==> src/rtl/riscv_fetch_queue.sv <==
// Instruction fetch queue between IF and ID: a FIFO of {pc, inst} pairs with
// valid/ready on both sides and a single-cycle flush for branch redirects.
module riscv_fetch_queue #(
   parameter int unsigned DEPTH  = 4,
   parameter int unsigned PC_W   = 64,
   parameter int unsigned INST_W = 32
) (
   input  logic                     clk,
   input  logic                     rst_n,
   input  logic                     flush,
   input  logic                     in_valid,
   output logic                     in_ready,
   input  logic [PC_W-1:0]          in_pc,
   input  logic [INST_W-1:0]        in_inst,
   output logic                     out_valid,
   input  logic                     out_ready,
   output logic [PC_W-1:0]          out_pc,
   output logic [INST_W-1:0]        out_inst,
   output logic [$clog2(DEPTH):0]   count
);

   localparam int unsigned AW = $clog2(DEPTH);
   localparam logic [AW:0] FULL = (AW+1)'(DEPTH);

   logic [PC_W-1:0]   pc_mem   [DEPTH];
   logic [INST_W-1:0] inst_mem [DEPTH];
   logic [AW-1:0]     wr_ptr;
   logic [AW-1:0]     rd_ptr;
   logic              push;
   logic              pop;

   // flush masks both handshakes so the redirect cycle moves no data
   assign in_ready  = (count != FULL) && !flush;
   assign out_valid = (count != '0) && !flush;
   assign push      = in_valid && in_ready;
   assign pop       = out_valid && out_ready;

   assign out_pc   = pc_mem[rd_ptr];
   assign out_inst = inst_mem[rd_ptr];

   always_ff @(posedge clk) begin
      if (push) begin
         pc_mem[wr_ptr]   <= in_pc;
         inst_mem[wr_ptr] <= in_inst;
      end
   end

   always_ff @(posedge clk or negedge rst_n) begin
      if (!rst_n) begin
         wr_ptr <= '0;
         rd_ptr <= '0;
         count  <= '0;
      end else if (flush) begin
         wr_ptr <= '0;
         rd_ptr <= '0;
         count  <= '0;
      end else begin
         if (push) wr_ptr <= wr_ptr + AW'(1);
         if (pop)  rd_ptr <= rd_ptr + AW'(1);
         case ({push, pop})
            2'b10:   count <= count + (AW+1)'(1);
            2'b01:   count <= count - (AW+1)'(1);
            default: count <= count;
         endcase
      end
   end

   a_count_range: assert property (@(posedge clk) disable iff (!rst_n) count <= FULL);
   a_no_overflow: assert property (@(posedge clk) disable iff (!rst_n) push |-> count != FULL);
   a_no_underflow: assert property (@(posedge clk) disable iff (!rst_n) pop |-> count != '0);

endmodule

==> config.mk <==
export PLATFORM = sky130hd
export DESIGN_NAME = riscv_fetch_queue
export DESIGN_NICKNAME = d
export VERILOG_FILES = /design/src/rtl/riscv_fetch_queue.sv
export SDC_FILE = /design/constraint.sdc
export NUM_CORES = 1
export LEC_CHECK = 0
export BUFFER_PORTS_ARGS = -buffer_cell sky130_fd_sc_hd__buf_2
export CORE_UTILIZATION = 55
export DETAILED_ROUTE_END_ITERATION = 6
export PLACE_DENSITY = 0.77
export SETUP_SLACK_MARGIN = 0.05
export SLEW_MARGIN = 0
export SYNTH_ARGS = -nofsm -noshare
export SYNTH_HDL_FRONTEND = slang
export SYNTH_SLANG_ARGS = --single-unit
==> constraint.sdc <==
create_clock -name clk -period 7.9 [get_ports clk]
set_clock_uncertainty 0.15 [all_clocks]
set_input_delay 1.58 -clock clk [delete_from_list [all_inputs] [get_ports clk]]
set_output_delay 1.58 -clock clk [all_outputs]
set_load 0.005 [all_outputs]
==> tab_implementation.tex, run 1 <==
\begin{tabular}{lr}
\hline
Metric & Value \\
\hline
\multicolumn{2}{l}{\textbf{Pwr}} \\
\quad Cell-internal power & 3.68 mW \\
\quad Net Sw Frac & approximately a fifth \\
\quad Tot Pwr & 4.65 mW \\
\quad Combinational cell fraction of total power & 9.5\% \\
\quad Power density over cell area & 273 mW/mm\^{}2 \\
\quad Worst IR Drop VDD & 0.247 mV \\
\quad Clock network fraction of total power & 39.0\% \\
\quad Leakage & $\sim$5.7 nW \\
\quad Switch Pwr & 975 uW \\
\quad Register share of total power & 51.5\% \\
\multicolumn{2}{l}{\textbf{Critical path}} \\
\quad R2R Path Start & count[0] \\
\quad Critical Path End Type & output pin \\
\quad Cell breakdown of the critical path & buf\_4 > mux4\_2 > buf\_2 \\
\quad CP max stage cell & dfrtp\_4 \\
\quad R2R Path End & pc\_mem[1][60] \\
\quad Worst r2r path cells & 4 \\
\quad Critical path launch point type & register \\
\quad Crit Path Category & reg2out \\
\quad Endpoint arrival time on the critical path & 2.86 ns \\
\quad Crit path max fanout & 43 \\
\quad Data required time of the critical path & 6.17 ns \\
\quad Slack of the worst reg-to-reg path & 4.80 ns \\
\quad Largest stage delay, worst path & a little under 0.8 ns \\
\multicolumn{2}{l}{\textbf{Floorplan}} \\
\quad Die Outline Area & 0.0269 sq mm \\
\quad Core Rows & 58 \\
\quad Area of the core & 0.0255 sq mm \\
\quad Initial cell density of the core & 56.6\% \\
\quad Chip width & 164 um \\
\quad Number of ports placed on the die boundary & slightly above 200 \\
\quad Chip height & 164 um \\
\multicolumn{2}{l}{\textbf{Placed design}} \\
\quad Final estimated routing congestion in global placement & 0.704 \\
\quad Setup slack at placement & 3.63 ns \\
\quad Cells after DPL & 1079 \\
\quad Half-perimeter wire length after detailed placement & 15.2 mm \\
\quad Number of port buffers & 201 \\
\multicolumn{2}{l}{\textbf{Synthesis}} \\
\quad Syn Inst Count & 568 \\
\quad Net count of the mapped netlist & 674 \\
\quad Post-synthesis sequential area ratio & 81.2\% \\
\quad Fraction of synthesized cell area taken by the top area cell type & 79.9\% \\
\quad Netlist cell types & 34 \\
\quad Number of flip-flops and latches in the synthesized netlist & approximately 390 \\
\quad Mapped Area & 0.0144 sq mm \\
\quad Syn\_area\_per\_cell & 25.4 sq um \\
\quad Cell type contributing the most total cell area after synthesis & edfxtp\_1 \\
\quad Yosys warning total & 0 \\
\quad Cell types occupying the most area after synthesis & edfxtp\_1 (80\%), mux4\_2 (15\%), dfrtp\_1 (1.2\%) \\
\quad Share of flip-flops with an asynchronous set or reset after synthesis & 1.79\% \\
\quad Post-synth EDFFs & approximately 380 \\
\quad Most frequently used flop master after synthesis & edfxtp\_1 \\
\multicolumn{2}{l}{\textbf{GRT}} \\
\quad Global-route wire length before repair & just under 40 mm \\
\quad Via count of the first global-routing pass & 6833 \\
\quad Global-route usage over all layers & 19.4\% \\
\quad Largest net degree at the start of global routing & roughly 70 \\
\quad Initial antenna violation count & 6 \\
\quad GRT Residual Overflow & 0 \\
\multicolumn{2}{l}{\textbf{STA}} \\
\quad Upper clock frequency limit & 218 MHz \\
\quad Setup violations, final & 0 \\
\quad Aggregate negative setup slack & 0 ns \\
\quad RSZ-0062 raised after global routing & false \\
\quad Minimum clock period & 4.59 ns \\
\quad Transition time of the tightest slew-check pin & 1.01 ns \\
\quad Post-route setup slack & $\sim$3.3 ns \\
\quad Count of final hold-check violations & 0 \\
\quad Final slew viol count & 0 \\
\quad Ratio of final minimum period to clock period & about three fifths \\
\quad Worst rel slew slack & 32.7\% \\
\multicolumn{2}{l}{\textbf{Routing}} \\
\quad Total number of vias & between 6000 and 7000 \\
\quad Average wire per cell in the routed design & 22.1 um \\
\quad Via/cell ratio & 5.69 \\
\quad Pre-Repair DR Iteration Count & 4 \\
\quad DRT antenna net count & 0 \\
\quad First DRT Iteration DRCs & 578 \\
\quad Final wirelength & about 26 mm \\
\quad Residual DRC & 0 \\
\multicolumn{2}{l}{\textbf{Clocking}} \\
\quad Post-CTS Setup Bufs & 0 \\
\quad Hold Buf Count CTS & 0 \\
\quad Clock edge transition at the registers on the reported setup and hold paths & 0.06 ns \\
\quad Clock Latency Late Sink & 0.51 ns \\
\quad TritonCTS clock tree & yes \\
\quad Clock Tree Buf Depth & 3 \\
\quad Num CTS Buffers & 39 \\
\quad Clk Tree Root Cell & clkbuf\_16 \\
\quad Resize count post-CTS & 0 \\
\quad Number of clock sinks & 391 \\
\quad H-tree lvl count & 2 \\
\multicolumn{2}{l}{\textbf{Cells and area}} \\
\quad Non-Filler Instances & 1157 \\
\quad Nets@finish & $\sim$900 \\
\quad Commonest cells after routing, fill and taps aside & edfxtp\_1 (384), buf\_2 (201), mux4\_2 (96) \\
\quad Fraction of layout instances using a drive strength above 1 & 44.9\% \\
\quad Finished Core Util & 67.0\% \\
\quad Most common library cell in the layout ignoring fill and taps & edfxtp\_1 \\
\quad Synthesis-to-layout area growth & 18.3\% \\
\multicolumn{2}{l}{\textbf{Min path}} \\
\quad Min-Delay Endpoint & wr\_ptr[0] \\
\quad Cell depth of the worst hold path & 2 \\
\quad Startpoint of the lowest-slack hold path & wr\_ptr[0] \\
\quad Class of the tightest hold or removal check & reg2reg \\
\multicolumn{2}{l}{\textbf{Job}} \\
\quad Reported max-cap violation count & 0 \\
\multicolumn{2}{l}{\textbf{Outcome}} \\
\quad Result of the run & completed \\
\hline
\end{tabular}
[cell usage after synthesis, types with 2 or more instances]
cell / number
a21oi_1: 3
and2_1: 5
buf_2: 15
buf_6: 4
clkbuf_1: 7
dfrtp_1: 7
edfxtp_1: 384
ha_1: 4
inv_1: 4
mux4_2: 96
nand2b_1: 6
nand3b_1: 3
nor2_1: 5
nor2b_1: 2
o22ai_1: 2
or3_1: 2
xor2_1: 2
[cells by family after synthesis]
kind of cell | synth area share [%]
DFF | 81.2
muxes | 15.1
buffers and inverters | 1.17
and+or+nand+nor | 1.25
AOI/OAI and AO/OA | 0.685
adders and majority gates | 0.486
xor gates and xnor gates | 0.182
[cell type report]
class,count,area [sq um]
repair buffers,208,1060
multi-input cells,146,2560
well taps,330,413
diodes,7,17.5
clock buffers,45,1020
fillers,1574,8410
inverters,4,15.0
clock inverters,26,263
flip-flops and latches,391,11700
[how the worst max path moves through the flow]
stage          cells after the start              to  slack [ns]  startpoint
6_report                           3      out_pc[54]        3.31   rd_ptr[0]
5_1_grt                            3    out_inst[15]        3.02   rd_ptr[0]
4_1_cts                            3    out_inst[15]        3.16   rd_ptr[0]
3_5_place_dp                       5   pc_mem[1][48]        3.63       flush
3_3_place_gp                       5   pc_mem[0][53]        3.72       flush
2_1_floorplan                      3  inst_mem[0][0]        3.04       flush
[power by group through the flow]
stage / clock, mW / sequential [mW] / combinational, mW
final: 1.81 / 2.40 / 0.444
after global routing: 1.93 / 2.40 / 0.484
after CTS: 1.85 / 2.40 / 0.455
after detailed placement: 0 / 2.44 / 0.452
after global placement: 0 / 2.43 / 0.441
after floorplan: 0 / 2.42 / 0.293
[through the flow]
stage                     hold WS, ns  cell area (sq um)
after detailed placement        0.462              15800
after CTS                       0.467              17000
after global placement          0.441              15800
after global routing            0.489              17000
after floorplan                 0.417              14400
final                           0.474              17100
[registers in the layout, summed over array words and instances, names as in the netlist]
name / flops
rd_ptr: 2
inst_mem: 128
count: 3
pc_mem: 256
wr_ptr: 2
[worst max-delay path, delay by kind of cell (launching register included)]
kind	cells	cell delay, ns
buf+inv	2	0.89
flops	1	0.77
mux	1	0.63
[routing by layer]
metal | vias up | wire (um) | track usage [%]
met5 | - | 0 | 0
met4 | 0 | 601 | 5.77
met3 | 45 | 1880 | 4.82
met2 | 246 | 12700 | 31.4
met1 | 3396 | 10400 | 26.5
li1 | 2894 | - | -
(Power assumes the default switching activity.)
==> run 2, diff against run 1 <==
--- a/config.mk
+++ b/config.mk
@@ -6,9 +6,9 @@
 export NUM_CORES = 1
 export LEC_CHECK = 0
 export BUFFER_PORTS_ARGS = -buffer_cell sky130_fd_sc_hd__buf_2
-export CORE_UTILIZATION = 55
+export CORE_UTILIZATION = 51
 export DETAILED_ROUTE_END_ITERATION = 6
-export PLACE_DENSITY = 0.77
+export PLACE_DENSITY = 0.75
 export SETUP_SLACK_MARGIN = 0.05
 export SLEW_MARGIN = 0
 export SYNTH_ARGS = -nofsm -noshare
==> constraint.sdc (replaced) <==
create_clock -name clk -period 3.75 [get_ports clk]
set_clock_uncertainty 0.15 [all_clocks]
set_input_delay 0.75 -clock clk [delete_from_list [all_inputs] [get_ports clk]]
set_output_delay 0.75 -clock clk [all_outputs]
set_load 0.005 [all_outputs]
==> run 2 against run 1 <==
  * Sequential share of layout area down 0.81 points
  * Count of clock-buffer cells in the layout up 5
  * Cell count up 4.6%
  * Critical path depth unchanged
  * Via count up 0.67%
  * Combinational power up 120%
  * Sequential power up 110%
  * First-iteration DRC count down 7.8%
  * Largest cell class unchanged
  * Largest power group unchanged
==> tab_implementation.tex, run 2 (synthesized netlist as in run 1, its figures left out) <==
\begin{tabular}{lr}
\hline
Metric & Value \\
\hline
\multicolumn{2}{l}{\textbf{STA}} \\
\quad Worst rel slew slack & 56.7\% (+24 points) \\
\quad Final slew viol count & 0 (unchanged) \\
\quad Upper clock frequency limit & 304 MHz \\
\quad Transition time of the tightest slew-check pin & 0.650 ns (-0.360 ns) \\
\quad Setup violations, final & 0 (unchanged) \\
\quad Aggregate negative setup slack & 0 ns (unchanged) \\
\quad Ratio of final minimum period to clock period & between 80 and 90\% \\
\quad Count of final hold-check violations & 0 (unchanged) \\
\quad RSZ-0062 raised after global routing & false \\
\quad Minimum clock period & between 3 and 4 ns \\
\multicolumn{2}{l}{\textbf{Cells and area}} \\
\quad Nets@finish & 908 (+1.3\%) \\
\quad Finished Core Util & 62.1\% (-4.8 points) \\
\quad Number of flip-flops in the largest register & 256 (unchanged) \\
\quad Fraction of layout instances using a drive strength above 1 & 45.8\% (+0.89 points) \\
\quad Commonest cells after routing, fill and taps aside & edfxtp\_1 (384), buf\_2 (201), mux4\_2 (96) \\
\quad Synthesis-to-layout area growth & 19.7\% \\
\quad Most common library cell in the layout ignoring fill and taps & edfxtp\_1 \\
\quad Largest reg by FF count & pc\_mem \\
\quad Regs by FF count & pc\_mem (256), inst\_mem (128), count (3) \\
\multicolumn{2}{l}{\textbf{Clocking}} \\
\quad Num CTS Buffers & 40 (+2.6\%) \\
\quad Clock Latency Late Sink & 0.51 ns (about the same) \\
\quad Clock Tree Buf Depth & 3 (unchanged) \\
\quad Clock edge transition at the registers on the reported setup and hold paths & 0.06 ns (about the same) \\
\quad H-tree lvl count & 2 (unchanged) \\
\quad Clk Tree Root Cell & clkbuf\_16 \\
\quad Resize count post-CTS & 0 (unchanged) \\
\quad TritonCTS clock tree & yes \\
\quad Number of clock sinks & 391 (unchanged) \\
\multicolumn{2}{l}{\textbf{Critical path}} \\
\quad Crit path max fanout & 30 (-30\%) \\
\quad Crit Path Category & reg2out \\
\quad Critical Path End Type & output pin \\
\quad R2R Path Start & count[2] \\
\quad Worst r2r path cells & 4 (unchanged) \\
\quad Endpoint arrival time on the critical path & 2.39 ns (-0.47 ns) \\
\quad Slack of the worst reg-to-reg path & 1.22 ns (-3.58 ns) \\
\quad Timing endpoint of the critical path & out\_inst[23] \\
\quad Data required time of the critical path & 2.85 ns (-3.32 ns) \\
\quad Critical path launch point type & register \\
\quad R2R Path End & pc\_mem[3][20] \\
\quad Crit path launch & rd\_ptr[0] \\
\multicolumn{2}{l}{\textbf{Pwr}} \\
\quad Net Sw Frac & 21.2\% (+0.22 points) \\
\quad Clock network fraction of total power & 38.2\% (-0.8 points) \\
\quad Combinational cell fraction of total power & 10.2\% (+0.7 points) \\
\quad Cell-internal power & 7.71 mW (+110\%) \\
\quad Register share of total power & 51.6\% (about the same) \\
\quad Leakage & 5.75 nW (+1.2\%) \\
\quad Worst IR Drop VDD & 0.505 mV (+100\%) \\
\quad Power density over cell area & 566 mW/mm\^{}2 (+110\%) \\
\quad Switch Pwr & 2.07 mW (+110\%) \\
\multicolumn{2}{l}{\textbf{Min path}} \\
\quad Class of the tightest hold or removal check & in2reg \\
\multicolumn{2}{l}{\textbf{Outcome}} \\
\quad Result of the run & completed \\
\multicolumn{2}{l}{\textbf{Placed design}} \\
\quad Number of port buffers & 201 (unchanged) \\
\quad Half-perimeter wire length after detailed placement & 16.7 mm (+9.9\%) \\
\quad Final estimated routing congestion in global placement & 0.729 (+3.5\%) \\
\multicolumn{2}{l}{\textbf{Floorplan}} \\
\quad Die Outline Area & 0.0290 sq mm (+7.7\%) \\
\quad Core Rows & 61 (+5.2\%) \\
\quad Initial cell density of the core & 51.9\% (-4.7 points) \\
\quad Chip height & 170 um (+3.8\%) \\
\quad Number of ports placed on the die boundary & 202 (unchanged) \\
\quad Area of the core & 0.0278 sq mm (+9.1\%) \\
\quad Chip width & 170 um (+3.8\%) \\
\multicolumn{2}{l}{\textbf{Routing}} \\
\quad Via/cell ratio & 5.48 (-3.7\%) \\
\quad DRT antenna net count & 0 (unchanged) \\
\quad Final wirelength & 26.7 mm (+4.4\%) \\
\quad First DRT Iteration DRCs & 533 (-7.8\%) \\
\quad Total number of vias & 6625 (+0.67\%) \\
\quad Residual DRC & 0 (unchanged) \\
\quad Average wire per cell in the routed design & 22.1 um (-0.14\%) \\
\quad Pre-Repair DR Iteration Count & 5 (+1) \\
\multicolumn{2}{l}{\textbf{GRT}} \\
\quad GRT Residual Overflow & 0 (unchanged) \\
\quad Initial antenna violation count & 6 (unchanged) \\
\quad Via count of the first global-routing pass & 7119 (+4.2\%) \\
\quad Global-route wire length before repair & 40.2 mm (+3.9\%) \\
\quad Global-route usage over all layers & 18.9\% (-0.55 points) \\
\quad Largest net degree at the start of global routing & 50 (-26\%) \\
\multicolumn{2}{l}{\textbf{Job}} \\
\quad Reported max-cap violation count & 0 (unchanged) \\
\hline
\end{tabular}
-- run 2: final cells by class --
cell class / instances / area [sq um]
flip-flops and latches: 391 / 11700
fillers: 1930 / 10500
multi-input cells: 146 / 2560
repair buffers: 219 / 1260
clock buffers: 50 / 1060
well taps: 378 / 473
clock inverters: 18 / 176
inverters: 4 / 15.0
diodes: 4 / 10.0
-- run 2: layer usage --
metal | routed length, um | global-route usage (%) | up-vias
met5 | 23 | 0 | -
met4 | 559 | 6.38 | 4
met3 | 1770 | 5.21 | 42
met2 | 14000 | 32.4 | 218
met1 | 10400 | 23.1 | 3451
li1 | - | - | 2910
-- run 2: worst min path at each step --
stage | from | endpoint | cells after the start
after floorplan | rst_n | count[0] | 0
after CTS | in_inst[15] | inst_mem[2][15] | 1
after global placement | wr_ptr[0] | wr_ptr[0] | 2
after global routing | in_inst[6] | inst_mem[1][6] | 1
after detailed placement | rst_n | count[2] | 1
final | in_pc[25] | pc_mem[2][25] | 1
-- run 2: power groups by stage --
stage / registers (mW) / clock network (mW) / logic [mW]
6_report: 5.05 / 3.74 / 0.993
5_1_grt: 5.07 / 3.97 / 1.07
4_1_cts: 5.05 / 3.81 / 1.02
3_5_place_dp: 5.15 / 0 / 1.01
3_3_place_gp: 5.13 / 0 / 0.985
2_1_floorplan: 5.08 / 0 / 0.619
-- run 2: what timing repair did --
item	4_1_cts	5_1_grt
hold endpoints to repair	7	0
setup buffers	0	0
hold buffers	1	0
-- run 2: worst max-delay path, cell delays in order (launching register included) --
cell and delay, ns:
dfrtp_4 0.86, buf_4 0.33, mux4_2 0.54, buf_2 0.15
-- run 2: through the flow --
step / std cells / hold WS [ns] / instance area (sq um) / worst slack, ns / power (mW)
4_1_cts: 1206 / 0.274 / 17300 / 0.392 / 9.88
5_1_grt: 1209 / 0.271 / 17300 / 0.300 / 10.1
3_3_place_gp: 1137 / 0.434 / 16000 / 0.946 / 6.12
3_5_place_dp: 1137 / 0.443 / 16000 / 0.841 / 6.16
6_report: 1210 / 0.290 / 17300 / 0.459 / 9.78
2_1_floorplan: 568 / 0.304 / 14400 / 0.780 / 5.70
==> run 3, diff against run 2 <==
--- a/config.mk
+++ b/config.mk
@@ -8,7 +8,7 @@
 export BUFFER_PORTS_ARGS = -buffer_cell sky130_fd_sc_hd__buf_2
 export CORE_UTILIZATION = 51
 export DETAILED_ROUTE_END_ITERATION = 6
-export PLACE_DENSITY = 0.75
+export PLACE_DENSITY = 0.87
 export SETUP_SLACK_MARGIN = 0.05
 export SLEW_MARGIN = 0
 export SYNTH_ARGS = -nofsm -noshare
==> run 3 against run 2 <==
  * Global-route usage about the same
  * Cell count decreased by 0.25%
  * Count of clock-buffer cells in the layout decreased by 2
  * Critical path depth unchanged
  * Combinational power about the same
  * Sequential share of layout area increased by 0.14 points
  * Register-to-register slack about the same
  * First-iteration DRC count decreased by 11%
  * Worst setup slack improved by 0.11 ns
  * Maximum frequency increased by 3.5%
  * Largest power group unchanged
==> tab_implementation.tex, run 3 (synthesized netlist as in run 1, its figures left out) <==
\begin{tabular}{lr}
\hline
Metric & Value \\
\hline
\multicolumn{2}{l}{\textbf{Floorplan}} \\
\quad Core Rows & 61 (unchanged) \\
\quad Area of the core & 0.0278 sq mm (unchanged) \\
\quad Chip width & 170 um (unchanged) \\
\quad Die Outline Area & 0.0290 sq mm (unchanged) \\
\quad Chip height & 170 um (unchanged) \\
\quad Number of ports placed on the die boundary & 202 (unchanged) \\
\quad Initial cell density of the core & 51.9\% (unchanged) \\
\multicolumn{2}{l}{\textbf{GRT}} \\
\quad Via count of the first global-routing pass & 7052 (-0.94\%) \\
\quad Largest net degree at the start of global routing & 97 (+94\%) \\
\quad Initial antenna violation count & 5 (-1) \\
\quad Global-route wire length before repair & 40.3 mm (+0.31\%) \\
\quad Global-route usage over all layers & 18.8\% (-0.046 points) \\
\quad GRT Residual Overflow & 0 (unchanged) \\
\multicolumn{2}{l}{\textbf{Clocking}} \\
\quad Number of clock sinks & 391 (unchanged) \\
\quad Clock Tree Buf Depth & 3 (unchanged) \\
\quad Resize count post-CTS & 0 (unchanged) \\
\quad Clock Latency Late Sink & 0.52 ns (about the same) \\
\quad Clock edge transition at the registers on the reported setup and hold paths & 0.06 ns (about the same) \\
\quad TritonCTS clock tree & yes \\
\quad Clk Tree Root Cell & clkbuf\_16 \\
\quad Num CTS Buffers & 40 (unchanged) \\
\quad Hold Buf Count CTS & 1 (unchanged) \\
\quad Post-CTS Setup Bufs & 0 (unchanged) \\
\quad H-tree lvl count & 2 (unchanged) \\
\multicolumn{2}{l}{\textbf{Cells and area}} \\
\quad Number of flip-flops in the largest register & 256 (unchanged) \\
\quad Commonest cells after routing, fill and taps aside & edfxtp\_1 (384), buf\_2 (201), mux4\_2 (96) \\
\quad Nets@finish & 902 (-0.66\%) \\
\quad Regs by FF count & pc\_mem (256), inst\_mem (128), count (3) \\
\quad Fraction of layout instances using a drive strength above 1 & 45.7\% (-0.066 points) \\
\quad Synthesis-to-layout area growth & 19.4\% \\
\quad Most common library cell in the layout ignoring fill and taps & edfxtp\_1 \\
\quad Largest reg by FF count & pc\_mem \\
\multicolumn{2}{l}{\textbf{Critical path}} \\
\quad Critical Path End Type & output pin \\
\quad Critical path launch point type & register \\
\quad Crit Path Category & reg2out \\
\quad Slack of the worst reg-to-reg path & 1.23 ns (about the same) \\
\quad Data required time of the critical path & 2.85 ns (about the same) \\
\quad R2R Path Start & count[2] \\
\quad Crit path max fanout & 45 (+50\%) \\
\quad Endpoint arrival time on the critical path & 2.28 ns (-0.11 ns) \\
\quad Worst r2r path cells & 7 (+3) \\
\quad R2R Path End & count[1] \\
\multicolumn{2}{l}{\textbf{STA}} \\
\quad Transition time of the tightest slew-check pin & 0.611 ns (-0.0390 ns) \\
\quad Setup violations, final & 0 (unchanged) \\
\quad Worst Hold Margin & 0.286 ns (-0.00378 ns) \\
\quad Aggregate negative setup slack & 0 ns (unchanged) \\
\quad Count of final hold-check violations & 0 (unchanged) \\
\quad Worst rel slew slack & 59.3\% (+2.6 points) \\
\quad Final slew viol count & 0 (unchanged) \\
\quad Ratio of final minimum period to clock period & 84.8\% (-3.0 points) \\
\quad Minimum clock period & 3.18 ns (-0.112 ns) \\
\quad RSZ-0062 raised after global routing & false \\
\quad Upper clock frequency limit & 315 MHz (+3.5\%) \\
\multicolumn{2}{l}{\textbf{Placed design}} \\
\quad Final estimated routing congestion in global placement & 0.714 (-2.1\%) \\
\quad Number of port buffers & 201 (unchanged) \\
\quad Half-perimeter wire length after detailed placement & 15.9 mm (-4.7\%) \\
\multicolumn{2}{l}{\textbf{Job}} \\
\quad Reported max-cap violation count & 0 (unchanged) \\
\multicolumn{2}{l}{\textbf{Min path}} \\
\quad Startpoint of the lowest-slack hold path & in\_inst[5] \\
\quad Cell depth of the worst hold path & 1 (unchanged) \\
\quad Class of the tightest hold or removal check & in2reg \\
\quad Min-Delay Endpoint & inst\_mem[0][5] \\
\multicolumn{2}{l}{\textbf{Routing}} \\
\quad Pre-Repair DR Iteration Count & 4 (-1) \\
\quad Via/cell ratio & 5.47 (-0.11\%) \\
\quad First DRT Iteration DRCs & 475 (-11\%) \\
\quad Final wirelength & 26.8 mm (+0.22\%) \\
\quad Total number of vias & 6601 (-0.36\%) \\
\quad DRT antenna net count & 0 (unchanged) \\
\quad Residual DRC & 0 (unchanged) \\
\quad Average wire per cell in the routed design & 22.2 um (+0.47\%) \\
\multicolumn{2}{l}{\textbf{Pwr}} \\
\quad Worst IR Drop VDD & 0.355 mV (-30\%) \\
\quad Power density over cell area & 565 mW/mm\^{}2 (-0.31\%) \\
\quad Leakage & 5.73 nW (-0.19\%) \\
\multicolumn{2}{l}{\textbf{Outcome}} \\
\quad Result of the run & completed \\
\hline
\end{tabular}
-- run 3: power by group --
group / switching, mW / leakage [nW] / internal (mW) / total (mW)
Clock: 1.56 / 0.621 / 2.15 / 3.71
Combinational: 0.475 / 1.54 / 0.517 / 0.992
Sequential: 0.0657 / 3.58 / 4.96 / 5.03
Total: 2.10 / 5.73 / 7.63 / 9.73
-- run 3: per-stage QoR --
stage | utilization, % | instances | area [sq um] | total power [mW] | setup slack, ns
3_3_place_gp | 57.5 | 1131 | 16000 | 6.09 | 1.06
4_1_cts | 62.0 | 1205 | 17200 | 9.83 | 0.526
5_1_grt | 62.0 | 1206 | 17200 | 10.1 | 0.442
3_5_place_dp | 57.5 | 1131 | 16000 | 6.13 | 1.02
2_1_floorplan | - | 568 | 14400 | 5.70 | 0.780
6_report | 62.0 | 1207 | 17200 | 9.73 | 0.571
-- run 3: layout make-up --
type,count,area [sq um]
diodes,2,5.00
clock buffers,48,1050
clock inverters,25,186
fillers,1889,10600
inverters,4,15.0
multi-input cells,146,2560
flip-flops and latches,391,11700
well taps,378,473
repair buffers,213,1220
-- run 3: worst max path at each step --
stage                           endpoint       from  slack, ns  depth (start not counted)
after floorplan           inst_mem[0][0]      flush       0.78                          3
after global placement     pc_mem[0][32]      flush       1.06                          5
after detailed placement   pc_mem[0][29]      flush       1.02                          5
after CTS                     out_pc[15]  rd_ptr[0]       0.53                          3
after global routing          out_pc[26]  rd_ptr[0]       0.44                          3
final                         out_pc[25]  rd_ptr[0]       0.57                          3
-- run 3: routing by layer --
layer	share of wire (%)	up-vias	global-route usage, %
met5	0.14	-	0
met4	1.8	6	5.88
met3	6.7	48	4.53
met2	53	239	32.7
met1	39	3411	23.3
li1	-	2897	-
-- run 3: worst max-delay path: stages (launching register included) --
cell     delay, ns
dfrtp_4       0.61
buf_12        0.35
mux4_2        0.57
buf_2         0.15
